===== src/rtl/led_pattern_pkg.sv =====
// Shared types for the LED pattern generator: mode encodings and widths.
package led_pattern_pkg;

   localparam int MODE_W  = 2;
   localparam int FRAME_W = 16;

   typedef enum logic [MODE_W-1:0] {
      LED_OFF     = 2'd0,
      LED_ON      = 2'd1,
      LED_BLINK   = 2'd2,
      LED_BREATHE = 2'd3
   } led_mode_t;

   // Rate exponents above 15 would index past the frame counter.
   function automatic logic [3:0] sat_rate(input logic [31:0] r);
      return (r > 32'd15) ? 4'd15 : r[3:0];
   endfunction

endpackage


===== src/rtl/led_pwm_channel.sv =====
// One LED channel: shadow/active config, blink/breathe state, PWM compare.
// LED_GAMMA_EN adds a squared-duty perceptual correction after the mode logic.
module led_pwm_channel
   import led_pattern_pkg::*;
#(
   parameter int PW         = 8,
   parameter int RATE_W     = 4,
   parameter int ACTIVE_LOW = 1
) (
   input  logic               clk,
   input  logic               rst,
   input  logic               we,
   input  led_mode_t          mode,
   input  logic [PW-1:0]      duty,
   input  logic [RATE_W-1:0]  rate,
   input  logic               load,
   input  logic [PW-1:0]      pwm_cnt,
   input  logic [FRAME_W-1:0] frame_cnt,
   output logic               led
);

   localparam logic [PW-1:0] MAX = '1;
   localparam logic POL = (ACTIVE_LOW != 0);

   led_mode_t          sh_mode, act_mode;
   logic [PW-1:0]      sh_duty, act_duty, level;
   logic [RATE_W-1:0]  sh_rate, act_rate;
   logic               dir_dn;
   logic [3:0]         rate_s;
   logic [FRAME_W-1:0] fc_next, step_mask;
   logic               step;
   logic [2*PW-1:0]    scaled, sq;
   logic [PW-1:0]      mode_duty, eff_duty;
   logic               lit;

   always_ff @(posedge clk or posedge rst) begin
      if (rst) begin
         sh_mode <= LED_OFF;
         sh_duty <= '0;
         sh_rate <= '0;
      end else if (we) begin
         sh_mode <= mode;
         sh_duty <= duty;
         sh_rate <= rate;
      end
   end

   // Active config and breathe state only move at frame boundaries.
   always_ff @(posedge clk or posedge rst) begin
      if (rst) begin
         act_mode <= LED_OFF;
         act_duty <= '0;
         act_rate <= '0;
         level    <= '0;
         dir_dn   <= 1'b0;
      end else if (load) begin
         act_mode <= sh_mode;
         act_duty <= sh_duty;
         act_rate <= sh_rate;
         if (sh_mode != act_mode) begin
            level  <= '0;
            dir_dn <= 1'b0;
         end else if (sh_mode == LED_BREATHE && step) begin
            if (!dir_dn) begin
               if (level == MAX) dir_dn <= 1'b1;
               else level <= level + PW'(1);
            end else begin
               if (level == '0) dir_dn <= 1'b0;
               else level <= level - PW'(1);
            end
         end
      end
   end

   always_comb begin
      rate_s    = sat_rate(32'(act_rate));
      fc_next   = frame_cnt + FRAME_W'(1);
      step_mask = (FRAME_W'(1) << rate_s) - FRAME_W'(1);
      step      = (fc_next & step_mask) == '0;
      scaled    = (2*PW)'(level) * (2*PW)'(act_duty);
      mode_duty = '0;
      unique case (act_mode)
         LED_ON:      mode_duty = act_duty;
         LED_BLINK:   mode_duty = frame_cnt[rate_s] ? act_duty : '0;
         LED_BREATHE: mode_duty = (level == MAX) ? act_duty
                                                 : scaled[2*PW-1:PW];
         default:     mode_duty = '0;
      endcase
`ifdef LED_GAMMA_EN
      sq       = (2*PW)'(mode_duty) * (2*PW)'(mode_duty);
      eff_duty = (mode_duty == MAX) ? MAX : sq[2*PW-1:PW];
`else
      sq       = '0;
      eff_duty = mode_duty;
`endif
      lit = (pwm_cnt < eff_duty) || (eff_duty == MAX);
   end

   always_ff @(posedge clk or posedge rst) begin
      if (rst) led <= POL;
      else     led <= lit ^ POL;
   end

endmodule


===== src/rtl/led_pattern_gen.sv =====
// Multi-channel LED pattern driver: shared prescaled PWM timebase and config fan-out.
// Build with LED_GAMMA_EN defined for perceptual (squared) duty correction.
module led_pattern_gen
   import led_pattern_pkg::*;
#(
   parameter int NCH        = 3,
   parameter int PW         = 8,
   parameter int PRESCALE   = 47,
   parameter int RATE_W     = 4,
   parameter int ACTIVE_LOW = 1
) (
   input  logic              clk,
   input  logic              rst,
   input  logic              cfg_we,
   input  logic [2:0]        cfg_ch,
   input  logic [MODE_W-1:0] cfg_mode,
   input  logic [PW-1:0]     cfg_duty,
   input  logic [RATE_W-1:0] cfg_rate,
   output logic [NCH-1:0]    led_out,
   output logic              frame_sync
);

   localparam int PS_W = (PRESCALE > 1) ? $clog2(PRESCALE) : 1;

   logic [PS_W-1:0]    ps;
   logic [PW-1:0]      pwm_cnt;
   logic [FRAME_W-1:0] frame_cnt;
   logic               tick, frame_start;

   assign tick        = (ps == PS_W'(PRESCALE - 1));
   assign frame_start = tick && (pwm_cnt == '1);

   always_ff @(posedge clk or posedge rst) begin
      if (rst) begin
         ps         <= '0;
         pwm_cnt    <= '0;
         frame_cnt  <= '0;
         frame_sync <= 1'b0;
      end else begin
         ps         <= tick ? '0 : ps + PS_W'(1);
         pwm_cnt    <= pwm_cnt + PW'(tick);
         frame_cnt  <= frame_cnt + FRAME_W'(frame_start);
         frame_sync <= frame_start;
      end
   end

   for (genvar i = 0; i < NCH; i++) begin : g_ch
      led_pwm_channel #(
         .PW         (PW),
         .RATE_W     (RATE_W),
         .ACTIVE_LOW (ACTIVE_LOW)
      ) u_ch (
         .clk       (clk),
         .rst       (rst),
         .we        (cfg_we && (cfg_ch == 3'(i))),
         .mode      (led_mode_t'(cfg_mode)),
         .duty      (cfg_duty),
         .rate      (cfg_rate),
         .load      (frame_start),
         .pwm_cnt   (pwm_cnt),
         .frame_cnt (frame_cnt),
         .led       (led_out[i])
      );
   end

endmodule


===== config.mk =====
export PLATFORM = sky130hd
export DESIGN_NAME = led_pattern_gen
export DESIGN_NICKNAME = d
export VERILOG_FILES = /design/src/rtl/led_pattern_pkg.sv /design/src/rtl/led_pwm_channel.sv /design/src/rtl/led_pattern_gen.sv
export SDC_FILE = /design/constraint.sdc
export NUM_CORES = 1
export LEC_CHECK = 0
export ABC_AREA = 1
export ABC_CLOCK_PERIOD_IN_PS = 5800
export CAP_MARGIN = 20
export CORE_UTILIZATION = 40
export CTS_CLUSTER_DIAMETER = 30
export DETAILED_ROUTE_END_ITERATION = 6
export GPL_TIMING_DRIVEN = 0
export PLACE_DENSITY = 0.59
export SLEW_MARGIN = 10
export SYNTH_ARGS = -nofsm -noshare
export SYNTH_HDL_FRONTEND = slang
export SYNTH_SLANG_ARGS = --single-unit
export TNS_END_PERCENT = 100

===== constraint.sdc =====
create_clock -name clk -period 5.8 [get_ports clk]
set_input_delay 1.45 -clock clk [delete_from_list [all_inputs] [get_ports clk]]
set_output_delay 1.45 -clock clk [all_outputs]
set_load 0.02 [all_outputs]

==> impl_metrics.csv, run 1 <==
group,metric,value,unit
sta,slew_headroom,49.7,%
setup_path,critical_path_class,"flop to flop",
outcome,outcome,"completed",
grt,grt_pass1_vias,14900,
sta,fin_crit,5390,ps
setup_path,worst_path_most_repeated_cell,"nand2_1",
logic_synthesis,synth_cell_types,47,
sta,hold_viol,0,
die,die_h,206,um
placed_design,routabilityCongestion,0.861,
setup_path,max_stage_delay,560,ps
placed_design,placed_cell_area,17600,um2
pwr,leakage,11.0,nW
grt,overflow,0,
finish,syn_to_final_growth,9.11,%
sta,rsz0062_at_grt,"no",
finish,fin_util,44.4,%
setup_path,critPathTopFamily,"adder cells",
finish,final_layout_size_suffix_gt1_share,4.83,%
sta,setup_violations,0,
setup_path,arrival,5750,ps
clocking,path_clk_slew,70,ps
logic_synthesis,ys_seq_area_share,21.7,%
die,fp.coreArea,41000,um2
die,die_w,206,um
grt,antenna_found_initial,1,
pwr,peakVddDrop,0.182,mV
logic_synthesis,synth_edf_count,0,
flow_run,maxCapViolCount,0,
die,start_util,40.7,%
finish,nNetsFinal,2788,
sta,worstMarginPinSlew,755,ps
placed_design,io_buffers,23,
detailed_routing,routed_wl,45.0,mm
clocking,cts_buffers,17,
finish,antenna_cells,0,
logic_synthesis,synth-main-ff-cell,"dfrtp_1",
pwr,total_power,2.45,mW
hold_path,hold_path_class,"flop to flop",
logic_synthesis,async_reset_ff_share,100,%
detailed_routing,vias_per_cell,5.03,
sta,max_freq,186,MHz
detailed_routing,antenna_left,0,
logic_synthesis,post_synth_inst_count,2474,
grt,track_usage,22.3,%
detailed_routing,drc,0,
detailed_routing,drt_iter0_drc,931,
logic_synthesis,ys_ff_latch,145,
placed_design,dp_hpwl,35.5,mm
setup_path,required,6160,ps
clocking,clock_sinks,145,
setup_path,reg2reg_depth,25,
logic_synthesis,synth_nets,2750,
detailed_routing,dr.pass1.iters,5,
sta,setup_tns,0,ps
clocking,cts_root_buf,"clkbuf_16",
detailed_routing,vias,15400,
sta,skew,14.7,ps
die,std_cell_rows,74,
detailed_routing,wl_per_cell,14.7,um
clocking,cts_tree,"done",
clocking,clk_latency,450,ps
setup_path,cp_slowest_cell,"fa_1",
clocking,cts_max_level,4,
clocking,clockBufferDepth,2,
logic_synthesis,yosys_warnings,0,
grt,grt_max_degree,75,
sta,slew_viol_final,0,
sta,period_share,92.9,%
logic_synthesis,syn_area,16700,um2
grt,grt_pass1_wl,75.2,mm
hold_path,min_path_cells,2,
finish,n_fill_cell,4227,
setup_path,worst-path-buf-inv,6,
die,die-area,42600,um2
die,pin_count,24,
setup_path,cp_max_fo,10,
finish,fin_area,18200,um2
logic_synthesis,syn_area_per_cell,6.75,um2
setup_path,path_depth,25,
pwr,powerDensity,135,nW/um2
setup_path,cp-end-kind,"flop",
setup_path,critPathLaunchType,"flop",
## layout make-up
type / instances / area, um2 / area share [%]
clock buffer: 18 / 429 / 2.35
inverter: 508 / 1910 / 10.5
timing repair buffer: 24 / 258 / 1.41
sequential: 145 / 3630 / 19.9
multi-input combinational: 1731 / 10700 / 58.9
buffer: 85 / 424 / 2.33
tap: 532 / 666 / 3.65
clock inverter: 14 / 174 / 0.954
## per-stage QoR
| step | hold WS, ps | std cells | setup slack [ps] |
|---|---|---|---|
| after floorplan | 442 | 2474 | 460 |
| after global placement | 456 | 3029 | -1960 |
| after detailed placement | 459 | 3030 | 377 |
| after CTS | 477 | 3062 | 358 |
| after global routing | 492 | 3057 | 2.84 |
| final | 477 | 3057 | 414 |
## worst register-to-register path: stages (launching register included)
cell	delay, ps
dfrtp_1	400
clkbuf_1	410
nand2_1	150
fa_1	540
fa_1	560
inv_1	60
fa_1	520
inv_1	50
fa_1	520
inv_1	40
ha_1	320
nand2_1	140
inv_1	70
nand2_1	60
nand2_1	60
a21oi_1	180
nand3_1	100
nand3_1	130
nand2_1	70
nand2_1	80
inv_1	50
ha_1	280
a21oi_1	140
nor2_1	50
a211oi_1	190
a21oi_1	120
## per-layer routing
metal	vias to the layer above	track usage [%]	part of all wire, %
li1	7683	-	-
met1	7319	30.3	47
met2	324	36.5	46
met3	60	2.81	4.0
met4	2	7.12	2.6
met5	-	0	0.029
## state kept, by name (all words and copies together), names as in the netlist
register	count
g_ch.u_ch.level	24
g_ch.u_ch.act_mode	6
g_ch.u_ch.sh_rate	12
g_ch.u_ch.led	3
g_ch.u_ch.sh_mode	6
g_ch.u_ch.act_duty	24
frame_sync	1
g_ch.u_ch.dir_dn	3
g_ch.u_ch.act_rate	12
ps	6
frame_cnt	16
g_ch.u_ch.sh_duty	24
pwm_cnt	8
## synthesized netlist by cell type, drive strengths merged, types with 2 or more instances
master / instances / area share [%]
a211oi: 4 / 0.18
a21o: 5 / 0.22
a21oi: 78 / 2.4
and3: 5 / 0.19
buf: 40 / 1.5
clkbuf: 50 / 1.1
clkinv: 2 / 0.045
dfrtp: 142 / 21
dfstp: 3 / 0.47
fa: 108 / 13
ha: 148 / 11
inv: 506 / 11
nand2: 797 / 18
nand3: 170 / 5.3
nand3b: 4 / 0.18
nand4: 42 / 1.6
nor2: 126 / 3.1
nor3: 26 / 0.81
nor4: 5 / 0.19
o211ai: 5 / 0.22
o21ai: 131 / 4.0
o21bai: 8 / 0.36
o22ai: 5 / 0.19
o31a: 3 / 0.16
o31ai: 2 / 0.090
or2: 10 / 0.37
xnor2: 18 / 0.94
xor2: 28 / 1.5
## cell families after synthesis
family / count (synthesis) / share of synthesized area (%)
AND/OR/NAND/NOR: 1186 / 29.8
buffers and inverters: 598 / 14.0
adder cells (fa/ha/maj): 256 / 24.0
AO/OA/AOI/OAI: 243 / 7.99
flip-flops: 145 / 21.7
XOR/XNOR: 46 / 2.41
## path summary, 6_finish.rpt
| check | from | endpoint | slack, ps |
|---|---|---|---|
| min reg2reg | g_ch[0].u_ch.sh_duty[7] | g_ch[0].u_ch.act_duty[7] | 480 |
| min in group asynchronous | rst | ps[4] | 1490 |
| max | g_ch[1].u_ch.level[0] | g_ch[1].u_ch.led | 410 |
| min | g_ch[0].u_ch.sh_duty[7] | g_ch[0].u_ch.act_duty[7] | 480 |
| max reg2reg | g_ch[1].u_ch.level[0] | g_ch[1].u_ch.led | 410 |
| max in group asynchronous | rst | frame_cnt[13] | 3540 |
## cell usage in the layout, fill, tap and decap left out, types with 8 or more instances in the layout
cell type and instances:
inv_1 500, o21ai_0 122, clkbuf_1 41, xnor2_1 18, buf_2 28, nand2_1 790
clkdlybuf4s50_1 23, nand3_1 165, ha_1 148, xor2_1 28, nand4_1 42, nor2_1 117
nor3_1 25, a21oi_1 76, clkbuf_16 17, o21bai_1 8, fa_1 108, dfrtp_1 142
## power breakdown
part / total (mW) / switching (mW) / internal, mW
sequential: 1.10 / 0.0372 / 1.07
clock: 1.16 / 0.507 / 0.650
combinational: 0.191 / 0.125 / 0.0666
total: 2.45 / 0.670 / 1.78
## repair_timing
action                                  4_1_cts  5_1_grt
endpoints found under the setup margin        0        2
setup buffers                                 0        0
resized for setup                             0       10
hold buffers                                  0        0
(Power assumes the default switching activity.)
==> run 2: changes to the inputs <==
--- a/config.mk
+++ b/config.mk
@@ -11,6 +11,7 @@
 export CORE_UTILIZATION = 40
 export CTS_CLUSTER_DIAMETER = 30
 export DETAILED_ROUTE_END_ITERATION = 6
+export GPL_ROUTABILITY_DRIVEN = 0
 export GPL_TIMING_DRIVEN = 0
 export PLACE_DENSITY = 0.59
 export SLEW_MARGIN = 10
==> run 2 against run 1 <==
Compared with the run above: clock skew shrank 1.2 ps; first-iteration DRC count grew 19%; clock power shrank 6%; sequential power is essentially flat; design area shrank 0.27%; sequential share of layout area grew 0.054 points; clock-buffer cell count is the same; setup slack lost 57 ps; critical path depth is the same; register-to-register slack lost 60 ps; worst hold slack lost 9.8 ps; highest routed layer is now met4.
==> impl_metrics.csv, run 2 (synthesis results as in run 1) <==
group,metric,value,unit
sta,slew_viol_final,0,
grt,track_usage,22.4,%
detailed_routing,drt_iter0_drc,1111,
detailed_routing,vias_per_cell,5.04,
clocking,ctsHoldBuffers,0,
setup_path,cp_max_fo,10,
sta,worstMarginPinSlew,702,ps
outcome,outcome,"completed",
setup_path,worst_path_most_repeated_cell,"nand2_1",
setup_path,cp_slowest_cell,"fa_1",
placed_design,dp_hpwl,35.4,mm
sta,setup_ws,357,ps
sta,slew_headroom,53.2,%
grt,grt_pass1_vias,15200,
detailed_routing,dr.pass1.iters,5,
detailed_routing,antenna_left,0,
finish,multi_input_area,10700,um2
finish,n_fill_cell,4283,
setup_path,critPathLaunchType,"flop",
grt,grt_max_degree,88,
die,die-area,42600,um2
setup_path,required,6140,ps
placed_design,dp_cells,3030,
finish,syn_to_final_growth,8.82,%
setup_path,worst-path-buf-inv,5,
grt,antenna_found_initial,0,
sta,period_share,93.9,%
clocking,cts_root_buf,"clkbuf_16",
finish,top_regs,"g_ch.u_ch.act_duty: 24 flops, g_ch.u_ch.level: 24 flops, g_ch.u_ch.sh_duty: 24 flops",
sta,hold_viol,0,
finish,regArea,3630,um2
die,pin_count,24,
placed_design,io_buffers,23,
clocking,cts_tree,"done",
hold_path,hold_path_class,"flop to flop",
detailed_routing,routed_wl,45.3,mm
die,die_w,206,um
clocking,clock_sinks,145,
die,fp.coreArea,41000,um2
finish,fin_util,44.3,%
detailed_routing,drc,0,
die,start_util,40.7,%
finish,nNetsFinal,2784,
clocking,cts_max_level,4,
sta,max_freq,184,MHz
setup_path,max_stage_delay,530,ps
finish,finalNonFillerCells,3054,
grt,overflow,0,
detailed_routing,vias,15400,
clocking,clk_latency,440,ps
finish,layout_commonest_cell,"nand2_1",
setup_path,cp-end-kind,"flop",
clocking,path_clk_slew,70,ps
finish,final_layout_size_suffix_gt1_share,4.88,%
sta,fin_crit,5440,ps
die,std_cell_rows,74,
clocking,cts_setup_buffers,0,
setup_path,critPathTopFamily,"adder cells",
setup_path,arrival,5790,ps
sta,setup_violations,0,
sta,hold_slack,467,ps
pwr,leakage,11.0,nW
pwr,peakVddDrop,0.218,mV
placed_design,place_ws,349,ps
sta,rsz0062_at_grt,"yes",
flow_run,maxCapViolCount,0,
setup_path,critical_path_class,"flop to flop",
grt,grt_pass1_wl,76.3,mm
clocking,cts_buffers,17,
pwr,powerDensity,131,nW/um2
clocking,clockBufferDepth,2,
die,die_h,206,um
detailed_routing,wl_per_cell,14.8,um
sta,skew,13.4,ps
finish,layout_common_cells,"nand2_1 (790), inv_1 (500), nand3_1 (165), ha_1 (148), dfrtp_1 (142)",
==> run 2: layer usage <==
metal  share of wire (%)  up-vias  track usage [%]
li1                    -     7663                -
met5                   0        -                0
met2                  47      344             37.5
met1                  47     7338             30.4
met3                 4.7       49             3.04
met4                 1.6        0             5.36
==> run 2: cell type report <==
cell class / count / area share (%)
Multi-Input combinational cell: 1731 / 59.0
Sequential cell: 145 / 20.0
Inverter: 508 / 10.5
Tap cell: 532 / 3.66
Clock buffer: 18 / 2.36
Buffer: 81 / 2.26
Timing Repair Buffer: 24 / 1.42
Clock inverter: 14 / 0.750
Antenna cell: 1 / 0.0138
==> run 2: path summary, 6_finish.rpt <==
path | startpoint | endpoint | slack, ps | cells past startpoint
worst min-delay path | g_ch[2].u_ch.sh_duty[6] | g_ch[2].u_ch.act_duty[6] | 470 | 2
worst max-delay path | g_ch[0].u_ch.level[2] | g_ch[0].u_ch.led | 360 | 25
max in group asynchronous | rst | g_ch[2].u_ch.led | 3540 | 3
worst max register to register | g_ch[0].u_ch.level[2] | g_ch[0].u_ch.led | 360 | 25
min in group asynchronous | rst | ps[4] | 1460 | 2
worst min register to register | g_ch[2].u_ch.sh_duty[6] | g_ch[2].u_ch.act_duty[6] | 470 | 2
==> run 2: power breakdown <==
group          total (mW)  switching (mW)  internal [mW]
Combinational       0.190           0.124         0.0666
Clock                1.09           0.489          0.597
Sequential           1.10          0.0377           1.07
==> run 2: worst register-to-register path: stages (launching register included) <==
cell and delay, ps:
dfrtp_1 400, clkbuf_1 450, nand2_1 170, fa_1 530, fa_1 490, inv_1 50, fa_1 470, inv_1 40
fa_1 470, inv_1 40, ha_1 310, nand2_1 70, nand2_1 90, a21oi_1 220, nor2_1 80, nor3_1 210
nand3_1 110, nand3_1 150, nand2_1 70, nand2_1 110, inv_1 60, ha_1 280, nand2_1 90, nor2_1 50
a211oi_1 210, a21oi_1 120
==> run 2: repair_timing <==
action | 4_1_cts | 5_1_grt
gates resized for setup | 0 | 12
hold endpoints to repair | 0 | 0
setup endpoints to repair | 0 | 3
==> run 2: stage by stage <==
step / instance area, um2 / total power [mW] / setup TNS [ps]
2_1_floorplan: 16700 / 1.24 / 0
3_3_place_gp: 17600 / 1.31 / -277810
3_5_place_dp: 17600 / 1.31 / 0
4_1_cts: 18200 / 2.39 / 0
5_1_grt: 18200 / 2.47 / -19.7
6_report: 18200 / 2.38 / 0
==> run 3: changes to the inputs <==
--- a/config.mk
+++ b/config.mk
@@ -8,11 +8,13 @@
 export ABC_AREA = 1
 export ABC_CLOCK_PERIOD_IN_PS = 5800
 export CAP_MARGIN = 20
+export CORE_MARGIN = 3
 export CORE_UTILIZATION = 40
-export CTS_CLUSTER_DIAMETER = 30
+export CTS_CLUSTER_DIAMETER = 80
 export DETAILED_ROUTE_END_ITERATION = 6
 export GPL_ROUTABILITY_DRIVEN = 0
 export GPL_TIMING_DRIVEN = 0
+export MAX_ROUTING_LAYER = met4
 export PLACE_DENSITY = 0.59
 export SLEW_MARGIN = 10
 export SYNTH_ARGS = -nofsm -noshare
==> run 3 against run 2 <==
Compared with the run above: via count about the same; design area increased by 0.23%; non-clock buffer count increased by 5; core utilization increased by 0.10 points; die area increased by 3.9%; fmax about the same; critical endpoint is now g_ch[1].u_ch.led; largest cell class unchanged; largest power group is now clock; highest routed layer unchanged.
==> impl_metrics.csv, run 3 (synthesis results as in run 1) <==
group,metric,value,unit
clocking,path_clk_slew,70,ps
pwr,leakage,11.0,nW
setup_path,critPathTopFamily,"adder cells",
pwr,pwr-share-seq,45.6,%
finish,nNetsFinal,2789,
setup_path,critical_path_class,"flop to flop",
detailed_routing,wl_per_cell,14.7,um
clocking,ctsHoldBuffers,0,
die,pin_count,24,
grt,grt_max_degree,83,
flow_run,maxCapViolCount,0,
pwr,peakVddDrop,0.218,mV
finish,regArea,3630,um2
sta,slew_headroom,53.8,%
placed_design,io_buffers,23,
clocking,cts_tree,"done",
sta,hold_viol,0,
die,std_cell_rows,74,
sta,slew_viol_final,0,
sta,max_freq,184,MHz
pwr,swShare,26.1,%
clocking,cts_max_level,4,
setup_path,cp_max_fo,10,
detailed_routing,dr.pass1.iters,7,
pwr,pwr-share-comb,7.8,%
setup_path,critPathLaunchType,"flop",
grt,grt_pass1_wl,75.5,mm
die,fp.coreArea,41000,um2
setup_path,worst-path-buf-inv,5,
grt,overflow,0,
setup_path,regToRegSetupSlack,350,ps
clocking,clk_latency,430,ps
setup_path,arrival,5790,ps
detailed_routing,drt_iter0_drc,1159,
finish,final_layout_size_suffix_gt1_share,4.83,%
setup_path,cp-end-kind,"flop",
finish,layout_common_cells,"nand2_1 (790), inv_1 (500), nand3_1 (165), ha_1 (148), dfrtp_1 (142)",
clocking,clock_sinks,145,
setup_path,required,6140,ps
pwr,clkPwrFrac,46.6,%
die,die_h,210,um
sta,period_share,93.9,%
grt,antenna_found_initial,0,
sta,worstMarginPinSlew,693,ps
placed_design,place_ws,359,ps
setup_path,path_cells,"clkbuf_1 -> nand2_1 -> inv_1 -> fa_1 -> fa_1 -> fa_1 -> inv_1 -> fa_1 -> inv_1 -> ha_1 -> a21oi_1 -> o21ai_0 -> a21oi_1 -> nand3_1 -> nand3_1 -> nand2_1 -> nand2_1 -> inv_1 -> ha_1 -> nand2_1 -> nor2_1 -> a211oi_1 -> a21oi_1",
detailed_routing,routed_wl,45.0,mm
die,start_util,40.7,%
detailed_routing,vias,15400,
pwr,powerDensity,133,nW/um2
placed_design,dp_hpwl,35.2,mm
outcome,outcome,"completed",
sta,fin_crit,5450,ps
finish,n_fill_cell,4214,
sta,rsz0062_at_grt,"yes",
clocking,cts_buffers,17,
setup_path,max_stage_delay,540,ps
pwr,p_int,1.79,mW
finish,syn_to_final_growth,9.06,%
pwr,switching_power,632,uW
grt,track_usage,21.4,%
detailed_routing,drc,0,
setup_path,cp_slowest_cell,"fa_1",
grt,grt_pass1_vias,14900,
die,die-area,44200,um2
sta,setup_tns,0,ps
clocking,cts_root_buf,"clkbuf_16",
die,die_w,210,um
finish,antenna_cells,0,
finish,layout_commonest_cell,"nand2_1",
sta,skew,8.45,ps
finish,multi_input_area,10700,um2
hold_path,hold_path_class,"flop to flop",
sta,setup_ws,352,ps
detailed_routing,antenna_left,0,
finish,top_regs,"g_ch.u_ch.act_duty: 24 flops, g_ch.u_ch.level: 24 flops, g_ch.u_ch.sh_duty: 24 flops",
sta,setup_violations,0,
detailed_routing,vias_per_cell,5.04,
clocking,clockBufferDepth,2,
-- run 3: changes by cell type in the layout (fill, tap and decap cells not counted), sizes merged --
cell / delta
bufinv: +1
clkinvlp: +2
clkinv: -6
clkbuf: +8
diode: -1
-- run 3: cell type report --
| type | instances | area share [%] |
|---|---|---|
| tap | 532 | 3.65 |
| inverter | 508 | 10.5 |
| clock inverter | 11 | 0.714 |
| sequential | 145 | 19.9 |
| clock buffer | 21 | 2.53 |
| buffer | 86 | 2.36 |
| multi-input combinational | 1731 | 58.9 |
| timing repair buffer | 24 | 1.41 |
-- run 3: timing repair --
action                                  4_1_cts  5_1_grt
endpoints found under the setup margin        0        3
gates resized for setup                       0       12
buffers inserted                              0        0
-- run 3: power by group through the flow --
stage	logic, mW	registers [mW]	clock network (mW)
final	0.190	1.11	1.13
after global routing	0.217	1.11	1.18
after CTS	0.192	1.10	1.14
after detailed placement	0.191	1.12	0
after global placement	0.185	1.12	0
after floorplan	0.129	1.11	0
-- run 3: worst paths after layout --
kind / start / endpoint / cells after the start
setup / recovery: g_ch[1].u_ch.level[3] / g_ch[1].u_ch.led / 23
hold / removal: g_ch[2].u_ch.sh_duty[4] / g_ch[2].u_ch.act_duty[4] / 2
setup reg to reg: g_ch[1].u_ch.level[3] / g_ch[1].u_ch.led / 23
hold reg to reg: g_ch[2].u_ch.sh_duty[4] / g_ch[2].u_ch.act_duty[4] / 2
max in group asynchronous: rst / g_ch[2].u_ch.led / 3
min in group asynchronous: rst / ps[4] / 2
-- run 3: layer usage --
metal  vias up  GRT usage, %  wire length [um]
li1       7680             -                 -
met1      7279          29.2             21200
met2       384          34.7             21000
met3        57          2.37              2100
met4         0          4.32               757
met5         -             -                 0
-- run 3: worst reg2reg max path: stages, from the launching register on --
cell and delay [ps]:
dfrtp_1 370, clkbuf_1 460, nand2_1 100, inv_1 100, fa_1 440, fa_1 530
fa_1 540, inv_1 50, fa_1 530, inv_1 40, ha_1 350, a21oi_1 300
o21ai_0 170, a21oi_1 210, nand3_1 100, nand3_1 140, nand2_1 60, nand2_1 80
inv_1 60, ha_1 270, nand2_1 90, nor2_1 50, a211oi_1 190, a21oi_1 140
-- run 3: stage by stage --
stage	hold slack (ps)	cells	util (%)	cell area [um2]	power [mW]
floorplan	442	2474	-	16700	1.24
global placement	457	3029	42.9	17600	1.31
CTS	471	3062	44.4	18200	2.44
global route	500	3058	44.4	18200	2.51
detailed placement	455	3030	43.0	17600	1.31
finish	475	3058	44.4	18200	2.43
